File: src/rtl/shim_integ_pkg.sv
// Shared types and widths for the shim over-threshold integrator.
package shim_integ_pkg;

    localparam int ACC_W    = 47;
    localparam int ABS_W    = 15;
    localparam int SAMPLE_W = 16;

    typedef enum logic [2:0] {
        IDLE,
        SETUP,
        RUN,
        CHECK,
        FAULT
    } state_t;

endpackage

File: src/rtl/shim_integ_mul.sv
// Sequential shift-add multiplier: one multiplier bit per cycle, LSB first.
// Operands are captured on start; done pulses MUL_CYCLES cycles later.
module shim_integ_mul
    import shim_integ_pkg::*;
#(
    parameter int MUL_CYCLES = 32
) (
    input  logic                  clk,
    input  logic                  rst_n,
    input  logic                  start,
    input  logic [ABS_W-1:0]      a,
    input  logic [MUL_CYCLES-1:0] b,
    output logic                  done,
    output logic [ACC_W-1:0]      product
);

    localparam int CNT_W = $clog2(MUL_CYCLES);

    logic [ACC_W-1:0]      mcand_q, mcand_d;
    logic [ACC_W-1:0]      prod_q, prod_d;
    logic [MUL_CYCLES-1:0] mplier_q, mplier_d;
    logic [CNT_W-1:0]      cnt_q, cnt_d;
    logic                  busy_q, busy_d;
    logic                  done_q, done_d;

    always_comb begin
        mcand_d  = mcand_q;
        prod_d   = prod_q;
        mplier_d = mplier_q;
        cnt_d    = cnt_q;
        busy_d   = busy_q;
        done_d   = 1'b0;
        // A new start restarts the multiply even if one is in flight.
        if (start) begin
            mcand_d  = ACC_W'(a);
            mplier_d = b;
            prod_d   = '0;
            cnt_d    = '0;
            busy_d   = 1'b1;
        end else if (busy_q) begin
            if (mplier_q[0]) begin
                prod_d = prod_q + mcand_q;
            end
            mcand_d  = mcand_q << 1;
            mplier_d = mplier_q >> 1;
            cnt_d    = cnt_q + 1'b1;
            if (cnt_q == CNT_W'(MUL_CYCLES - 1)) begin
                busy_d = 1'b0;
                done_d = 1'b1;
            end
        end
    end

    always_ff @(posedge clk or negedge rst_n) begin
        if (!rst_n) begin
            mcand_q  <= '0;
            prod_q   <= '0;
            mplier_q <= '0;
            cnt_q    <= '0;
            busy_q   <= 1'b0;
            done_q   <= 1'b0;
        end else begin
            mcand_q  <= mcand_d;
            prod_q   <= prod_d;
            mplier_q <= mplier_d;
            cnt_q    <= cnt_d;
            busy_q   <= busy_d;
            done_q   <= done_d;
        end
    end

    assign done    = done_q;
    assign product = prod_q;

endmodule

File: src/rtl/shim_threshold_integrator.sv
// Per-channel |DAC| integrator with windowed over-threshold check.
// Raises a sticky fault to the shim shutdown logic when any window sum exceeds thresh*window.
module shim_threshold_integrator
    import shim_integ_pkg::*;
#(
    parameter int CHANNELS   = 8,
    parameter int MUL_CYCLES = 32
) (
    input  logic                         spi_clk,
    input  logic                         resetn,
    input  logic [ABS_W-1:0]             integ_thresh_avg,
    input  logic [MUL_CYCLES-1:0]        integ_window,
    input  logic                         integ_en,
    input  logic                         spi_en,
    input  logic [CHANNELS*SAMPLE_W-1:0] dac_value,
    output logic                         running,
    output logic                         window_done,
    output logic                         over_thresh,
    output logic [CHANNELS-1:0]          over_thresh_ch,
    output logic                         err_window_zero
);

    state_t                state_q, state_d;
    logic [MUL_CYCLES-1:0] win_q, win_d;
    logic [MUL_CYCLES-1:0] cnt_q, cnt_d;
    logic [ACC_W-1:0]      limit_q, limit_d;
    logic                  window_done_q, window_done_d;
    logic                  over_q, over_d;
    logic [CHANNELS-1:0]   och_q, och_d;
    logic                  err_q, err_d;

    logic                  active, go, win_last, any_flag;
    logic                  acc_add, acc_hold, acc_clr;
    logic                  mul_start, mul_done;
    logic [ACC_W-1:0]      mul_prod;
    logic [CHANNELS-1:0]   flags;

    // -32768 has no 15-bit magnitude, so it saturates to full scale.
    function automatic logic [ABS_W-1:0] abs_sat(input logic signed [SAMPLE_W-1:0] x);
        if (x[SAMPLE_W-1] && (x[SAMPLE_W-2:0] == '0)) begin
            return '1;
        end else if (x[SAMPLE_W-1]) begin
            return ABS_W'(-x);
        end else begin
            return x[ABS_W-1:0];
        end
    endfunction

    assign active   = integ_en && spi_en;
    assign go       = active && !over_q && !err_q;
    assign win_last = (cnt_q == win_q - 1'b1);
    assign any_flag = |flags;

    assign mul_start = (state_q == IDLE) && go;

    shim_integ_mul #(
        .MUL_CYCLES(MUL_CYCLES)
    ) u_mul (
        .clk    (spi_clk),
        .rst_n  (resetn),
        .start  (mul_start),
        .a      (integ_thresh_avg),
        .b      (integ_window),
        .done   (mul_done),
        .product(mul_prod)
    );

    always_ff @(posedge spi_clk or negedge resetn) begin
        if (!resetn) begin
            state_q <= IDLE;
        end else begin
            state_q <= state_d;
        end
    end

    always_comb begin
        state_d = state_q;
        case (state_q)
            IDLE:  if (go) state_d = SETUP;
            SETUP: begin
                if (!active || (win_q == '0)) state_d = IDLE;
                else if (mul_done)            state_d = RUN;
            end
            RUN: begin
                if (!active)      state_d = IDLE;
                else if (win_last) state_d = CHECK;
            end
            // A fault found in CHECK wins over a simultaneous loss of enable.
            CHECK: begin
                if (any_flag)     state_d = FAULT;
                else if (!active) state_d = IDLE;
                else              state_d = RUN;
            end
            FAULT:   state_d = FAULT;
            default: state_d = IDLE;
        endcase
    end

    always_comb begin
        win_d         = win_q;
        limit_d       = limit_q;
        err_d         = err_q;
        over_d        = over_q;
        och_d         = och_q;
        cnt_d         = '0;
        window_done_d = 1'b0;
        if (mul_start) begin
            win_d = integ_window;
        end
        if ((state_q == SETUP) && active && (win_q == '0)) begin
            err_d = 1'b1;
        end
        if ((state_q == SETUP) && active && mul_done) begin
            limit_d = mul_prod;
        end
        if ((state_q == RUN) && active) begin
            cnt_d = cnt_q + 1'b1;
        end
        if (state_q == CHECK) begin
            if (any_flag) begin
                over_d = 1'b1;
                och_d  = och_q | flags;
            end else begin
                window_done_d = active;
            end
        end
        acc_add  = (state_q == RUN) && active;
        acc_hold = (state_q == FAULT) || ((state_q == CHECK) && any_flag);
        acc_clr  = !acc_add && !acc_hold;
    end

    always_ff @(posedge spi_clk or negedge resetn) begin
        if (!resetn) begin
            win_q         <= '0;
            limit_q       <= '0;
            err_q         <= 1'b0;
            over_q        <= 1'b0;
            och_q         <= '0;
            cnt_q         <= '0;
            window_done_q <= 1'b0;
        end else begin
            win_q         <= win_d;
            limit_q       <= limit_d;
            err_q         <= err_d;
            over_q        <= over_d;
            och_q         <= och_d;
            cnt_q         <= cnt_d;
            window_done_q <= window_done_d;
        end
    end

    for (genvar k = 0; k < CHANNELS; k++) begin : g_ch
        logic [ACC_W-1:0] acc_q, acc_d;
        logic [ABS_W-1:0] mag;

        assign mag = abs_sat(dac_value[k*SAMPLE_W +: SAMPLE_W]);

        always_comb begin
            acc_d = acc_q;
            if (acc_clr) begin
                acc_d = '0;
            end else if (acc_add) begin
                acc_d = acc_q + ACC_W'(mag);
            end
        end

        always_ff @(posedge spi_clk or negedge resetn) begin
            if (!resetn) begin
                acc_q <= '0;
            end else begin
                acc_q <= acc_d;
            end
        end

        // Strictly greater: a sum equal to the limit is still in range.
        assign flags[k] = (acc_q > limit_q);
    end

    assign running         = (state_q == RUN);
    assign window_done     = window_done_q;
    assign over_thresh     = over_q;
    assign over_thresh_ch  = och_q;
    assign err_window_zero = err_q;

endmodule

File: config.mk
export PLATFORM = sky130hd
export DESIGN_NAME = shim_threshold_integrator
export DESIGN_NICKNAME = d
export VERILOG_FILES = /design/src/rtl/shim_integ_pkg.sv /design/src/rtl/shim_integ_mul.sv /design/src/rtl/shim_threshold_integrator.sv
export SDC_FILE = /design/constraint.sdc
export NUM_CORES = 2
export LEC_CHECK = 0
export ABC_AREA = 0
export BUFFER_PORTS_ARGS = -buffer_cell sky130_fd_sc_hd__clkbuf_2
export CAP_MARGIN = 0
export CELL_PAD_IN_SITES_DETAIL_PLACEMENT = 1
export CELL_PAD_IN_SITES_GLOBAL_PLACEMENT = 1
export CORE_AREA = 2 2 299 301
export CTS_CLUSTER_SIZE = 14
export DETAILED_ROUTE_END_ITERATION = 8
export DIE_AREA = 0 0 301 303
export PLACE_DENSITY = 0.93
export SLEW_MARGIN = 25
export SYNTH_ARGS = -nofsm -noshare
export SYNTH_HDL_FRONTEND = slang
export SYNTH_SLANG_ARGS = --single-unit
File: constraint.sdc
create_clock -name spi_clk -period 8.72 [get_ports spi_clk]
set_input_delay 2.616 -clock spi_clk [delete_from_list [all_inputs] [get_ports spi_clk]]
set_output_delay 2.616 -clock spi_clk [all_outputs]
set_load 0.03 [all_outputs]
* Yosys cells after proc, flatten, opt, wreduce, memory -nomap -nowiden
Index checks and enable logic that the tools add are counted.
** Cells by class
- Equality and inequality tests :: 9
- $lt $le $gt $ge :: 8
- Reductions and logical operators :: 42
- Muxes and demuxes :: 58
- Bitwise logic cells :: 1
- Add/subtract/negate cells :: 20
** Operator list (count)
- 47-bit two-way mux :: 21
- 47-bit by 15-bit adder with 47-bit output :: 8
- 47-bit > comparator :: 8
- 15-bit two-way mux :: 16
- 15-bit logical NOT :: 8
- 15-bit negator :: 8
- 32-bit two-way mux :: 3
- 47-bit adder :: 1
- 32-bit by 1-bit adder with 32-bit output, second input constant :: 1
- 32-bit == test :: 1
- 32-bit logical NOT :: 1
- 32-bit by 1-bit subtractor with 32-bit output, second input constant :: 1
- 1-bit logical AND :: 18
- 3-bit two-way mux :: 6
- 3-bit case mux with 5 select lines :: 1
- 5-bit two-way mux :: 2
- 1-bit two-way mux :: 8
- 8-bit OR :: 1
- 8-bit OR reduction :: 1
- 3-bit by 2-bit == test with 1-bit output, second input constant :: 2
- 3-bit by 2-bit != test with 1-bit output, second input constant :: 2
- 2-bit nonzero test :: 3
- 5-bit by 1-bit adder with 5-bit output, second input constant :: 1
- 5-bit == test, second input constant :: 1
- other kinds (9) :: 15
** Storage, ports and cells
- Output and inout port bits :: 12
- Register bits :: 634
- Word-level logic and storage cells :: 160

* Logic depth before layout (Yosys ltp)
- Depth after elaboration :: 7
- Gate-level depth with buffers :: 24

* Cells and area by module
A second synthesis with hierarchy kept.
** Unflattened totals
- Cell total of the unflattened synthesis :: 5294
- Area, all modules :: 47707.0 µm²
** By module, submodules not included
- shim_threshold_integrator :: cells each 4417, area an instance 39706.8 µm², seq. area each 12537.0 µm², instances 1
- shim_integ_mul :: cells each 877, area an instance 8000.2 µm², seq. area each 3328.2 µm², instances 1

* Least setup slack after synthesis
No wires, ideal clock.
- Path type :: input port to flip-flop
- From :: input port dac_value[0]
- To :: register g_ch[0].acc_q[46]
- Data required time :: 8.591 ns
- Setup time :: 0.129 ns
- Path slack :: 1.333 ns
- Data arrival time :: 7.258 ns
- Stages :: 24
- Cell sequence :: inv_1 > ha_1 > nand2_1 > or3_1 > or3_1 > or3_1 > or3b_2 > clkbuf_1 > nand2_1 > ha_1 > inv_1 > fa_1 > nor2b_1 > o21ai_0 > nand2b_1 > a211oi_1 > o31ai_1 > a221o_1 > and4_1 > clkbuf_1 > nor2b_1 > nand2_1 > o211ai_1 > o31ai_1
** On the way
- Longest elaborated chain between the ends :: 6
- Elaborated cells on any way between the ends :: 8
** RTL lines
- start: declaration :: RTL line shim_threshold_integrator.sv:15 : input logic [CHANNELS*SAMPLE_W-1:0] dac_value,
- 15-bit negator or 15-bit logical NOT (tied branches) :: RTL line shim_threshold_integrator.sv:43, shim_threshold_integrator.sv:40
- 15-bit two-way mux or 1-bit logical AND (tied branches) :: RTL line shim_threshold_integrator.sv:42, shim_threshold_integrator.sv:40
- 15-bit two-way mux * :: RTL line shim_threshold_integrator.sv:40 : if (x[SAMPLE_W-1] && (x[SAMPLE_W-2:0] == '0)) begin
- 47-bit by 15-bit adder with 47-bit output * :: RTL line shim_threshold_integrator.sv:163 : acc_d = acc_q + ACC_W'(mag);
- 47-bit two-way mux * :: RTL line shim_threshold_integrator.sv:162 : end else if (acc_add) begin
- 47-bit two-way mux * :: RTL line shim_threshold_integrator.sv:160 : if (acc_clr) begin
- end signal: assignment :: RTL line shim_threshold_integrator.sv:169 : acc_q <= '0;
- end signal: assignment :: RTL line shim_threshold_integrator.sv:171 : acc_q <= acc_d;
- end: declaration :: RTL line shim_threshold_integrator.sv:153 : logic [ACC_W-1:0] acc_q, acc_d;
Mark *: on every way between the ends. The rest lies on a longest branch, timed or not. The select of a mux whose other input is x is not followed.
A chain may end at the register's enable or synchronous reset.

* Worst setup path in the final report
- From :: input port dac_value[86]
- To :: register g_ch[5].acc_q[46]
** On the way
- Longest elaborated chain between the ends :: 6
- Elaborated cells on any way between the ends :: 8
** RTL lines (RTL line)
- 15-bit negator or 15-bit logical NOT (tied branches) :: shim_threshold_integrator.sv:43, shim_threshold_integrator.sv:40
- 15-bit two-way mux or 1-bit logical AND (tied branches) :: shim_threshold_integrator.sv:42, shim_threshold_integrator.sv:40
- 15-bit two-way mux * :: shim_threshold_integrator.sv:40
- 47-bit by 15-bit adder with 47-bit output * :: shim_threshold_integrator.sv:163
- 47-bit two-way mux * :: shim_threshold_integrator.sv:162
- 47-bit two-way mux * :: shim_threshold_integrator.sv:160
- end signal: assignment :: shim_threshold_integrator.sv:169
- end signal: assignment :: shim_threshold_integrator.sv:171
- end: declaration :: shim_threshold_integrator.sv:153
Marks and branches as above.

==> flow_summary.ini <==
[pwr]
vdd_drop_max_mv = 0.153
clockPowerShare = 0.401
pwr-share-comb = 0.203
p_per_area_nw_per_um2 = 166
power_frac_seq = 0.396
p_leak_nw = 25.4
p_sw_mw = 2.81
netSwitchingFraction = 0.331
intPower_mw = 5.67

[clock_network]
cts_buffers = 75
clock-root-buffer = clkbuf_16
ctsResizeCount = 0
post_cts_buffers = 0
htreeDepth = 3
insertion_delay_ns = 0.69
postCtsHoldBufs = 0
clock_sinks = 634
cts_buffer_depth = 3
clkTransAtPathRegs_ns = 0.07
cts_tree = done

[timing]
grt_setup_unrepaired = no
fin_crit_ns = 8.00
setup_viol = 0
finalClockSkew_ns = 0.0320
max_slew_margin = 0.262
fmax_ghz = 0.125
fin_setup_tns_ns = 0
worstMarginPinSlew_ns = 1.09
maxSlewViolCount = 0
hold_viol_final = 0
fin_crit_sh = 0.918

[logic_synthesis]
avgSynthCellArea_sq_um = 8.84
ys_warn_count = 0
synth_nets = 5963
synthTopCellsByCount = nand2_1 (740), dfrtp_1 (634), ha_1 (555)
synthesis.instances = 5220
synth_cell_type_count = 91
synth_top_cell_area_share = 0.344
syn_area_sq_um = 46100
yosysSeqAreaShare = 0.344
yosysMostFrequentCell = nand2_1
synth_enable_flop_cells = 0
yosysTopAreaCell = dfrtp_1
synth_ff_type = dfrtp_1
async_reset_ff_frac = 1.00
ys_seq_elements = 634
synth.top_cells.by_area = dfrtp_1 (34%), ha_1 (15%), nand2_1 (6.0%)

[grt]
grt_max_degree = 191
grt_busiest_layer = met2
grt_pass1_vias = 47700
grt_util_met3 = 0.0584
antenna_found_initial = 2
grt_usage = 0.357
grtUsageMet1 = 0.411
overflow = 0
grt_pass1_wl_um = 261000
grt_util_met2 = 0.619

[job]
maxCapViolations = 0

[critical_path]
start_kind = primary input
crit_fanout = 14
critPathKind = primary input to flop
path_cells = clkbuf_2, or4_1, or4_1, or3_1, or3b_2, nand2_1, ha_1, inv_1, fa_1, nor2b_1, o2111ai_1, nand3_1, nand4b_1, a21boi_0, o21ai_0, o21a_1, nor2_1, nand2_1, o311ai_0, o41ai_1
worst_path_dominant_cell_family = simple AND/OR/NAND/NOR gates
endpoint_kind = flop
critPathBufInv = 2
arrival_ns = 8.55
max_stage_delay_ns = 0.63
cp_slowest_cell = or3b_2
worstPathRequired_ns = 9.26

[cells_and_area]
stdcell_count = 6592
nets = 6109
syn2layout_area_growth_pct = 10.4
num-fill-cells = 10200
layout-drive-gt1-share = 0.0863
finish.instance_area_sq_um = 51000

[floorplan]
die_h_um = 303
die_area_sq_um = 91200
die_w_um = 301
num_io_pins = 191
core_sq_um = 88000
num_rows = 109
start_util = 0.524

[place]
gp_congestion = 0.890
placed_cell_area_sq_um = 48400
place_hpwl_um = 110000
dpl.cell_count = 6453
port_buffers = 190

[run_status]
status = finished clean

[routing]
routed-via-count = 44000
via_per_inst = 6.67
drc = 0
drt_iter0_drc = 3583
routed_wl_um = 166000
ant_nets = 0
first_pass_iters = 6
post_drt_wl_per_cell_um = 25.2

[worst_hold_path]
min_path_type = flop to flop
[power groups by stage]
stage               Clock, mW  Combinational, mW  Sequential, mW
global placement            0               1.47            3.36
detailed placement          0               1.58            3.39
CTS                      3.40               1.68            3.35
floorplan                   0               1.06            3.31
global route             3.52               1.85            3.37
finish                   3.40               1.72            3.36
[worst paths after layout]
| path | startpoint | to | slack (ns) | cells past startpoint |
|---|---|---|---|---|
| worst max-delay path | dac_value[86] | g_ch[5].acc_q[46] | 0.72 | 20 |
| worst min-delay path | over_thresh_ch[3] | over_thresh_ch[3] | 0.46 | 1 |
| worst max register to register | limit_q[30] | g_ch[7].acc_q[15] | 2.67 | 15 |
| worst min register to register | over_thresh_ch[3] | over_thresh_ch[3] | 0.46 | 1 |
| max in group asynchronous | resetn | g_ch[1].acc_q[41] | 5.12 | 2 |
| min in group asynchronous | resetn | u_mul.mplier_q[5] | 1.98 | 1 |
[state kept, by name, summed over array words and instances (netlist names)]
name             count
g_ch.acc_q         376
limit_q             47
u_mul.mcand_q       47
u_mul.product       47
cnt_q               32
u_mul.mplier_q      32
win_q               32
over_thresh_ch       8
u_mul.cnt_q          5
state_q              3
err_window_zero      1
over_thresh          1
u_mul.busy_q         1
u_mul.done           1
window_done          1
[cells in the final DEF (no fill, tap or decap), types with 74 or more instances in the layout]
| master | instances |
|---|---|
| a21oi_1 | 297 |
| xnor2_1 | 113 |
| dfrtp_1 | 633 |
| o31ai_1 | 116 |
| o211ai_1 | 74 |
| clkbuf_2 | 189 |
| xor2_1 | 187 |
| clkbuf_16 | 75 |
| nand3_1 | 276 |
| mux2i_1 | 138 |
| a21o_1 | 156 |
| nor2_1 | 274 |
| ha_1 | 555 |
| nand2_1 | 738 |
| nand4_1 | 113 |
| inv_1 | 172 |
| and3_1 | 76 |
| o21ai_0 | 425 |
[through the flow]
step                hold slack, ns  setup slack [ns]  total power [mW]   util
floorplan                    0.449              1.33              4.37      -
global placement             0.436             0.712              4.84  0.550
detailed placement           0.446             0.401              4.97  0.550
CTS                          0.458             0.938              8.43  0.579
global route                 0.492             0.567              8.74  0.579
finish                       0.455             0.717              8.48  0.579
[metal layers]
layer  wire length [um]  up-vias
li1                   -    19300
met1              62500    21900
met2              81600     2007
met3              10800      786
met4              11200        6
met5                 46        -
[kinds of logic (layout without fill, tap and decap cells)]
group / Yosys count / in the layout / synth area share
other: 0 / 1 / 0
DFF: 634 / 634 / 0.344
xor gates and xnor gates: 301 / 301 / 0.0573
muxes: 191 / 191 / 0.0429
AOI/OAI and AO/OA: 1339 / 1339 / 0.182
buffers and inverters: 341 / 547 / 0.0282
and+or+nand+nor: 1850 / 1850 / 0.191
adders and majority gates: 564 / 564 / 0.154
[worst register-to-register path, delay by kind of cell, from the launching register on]
kind                       cells  cell delay (ns)
DFF                            1             0.39
AOI/OAI and AO/OA              6             1.51
adders and majority gates      1             0.28
and+or+nand+nor                4             1.42
buffers and inverters          4             2.33
[final cells by class]
type                    count  area (sq um)  area share
flip-flops and latches    634         15900       0.311
clock buffers             105          2150      0.0422
clock inverters            32           419     0.00823
diodes                      1          2.50   0.0000491
multi-input cells        4245         29000       0.570
well taps                1165          1460      0.0286
repair buffers            238          1380      0.0272
inverters                 172           646      0.0127
Note: power is estimated with default switching activity, not from simulation.
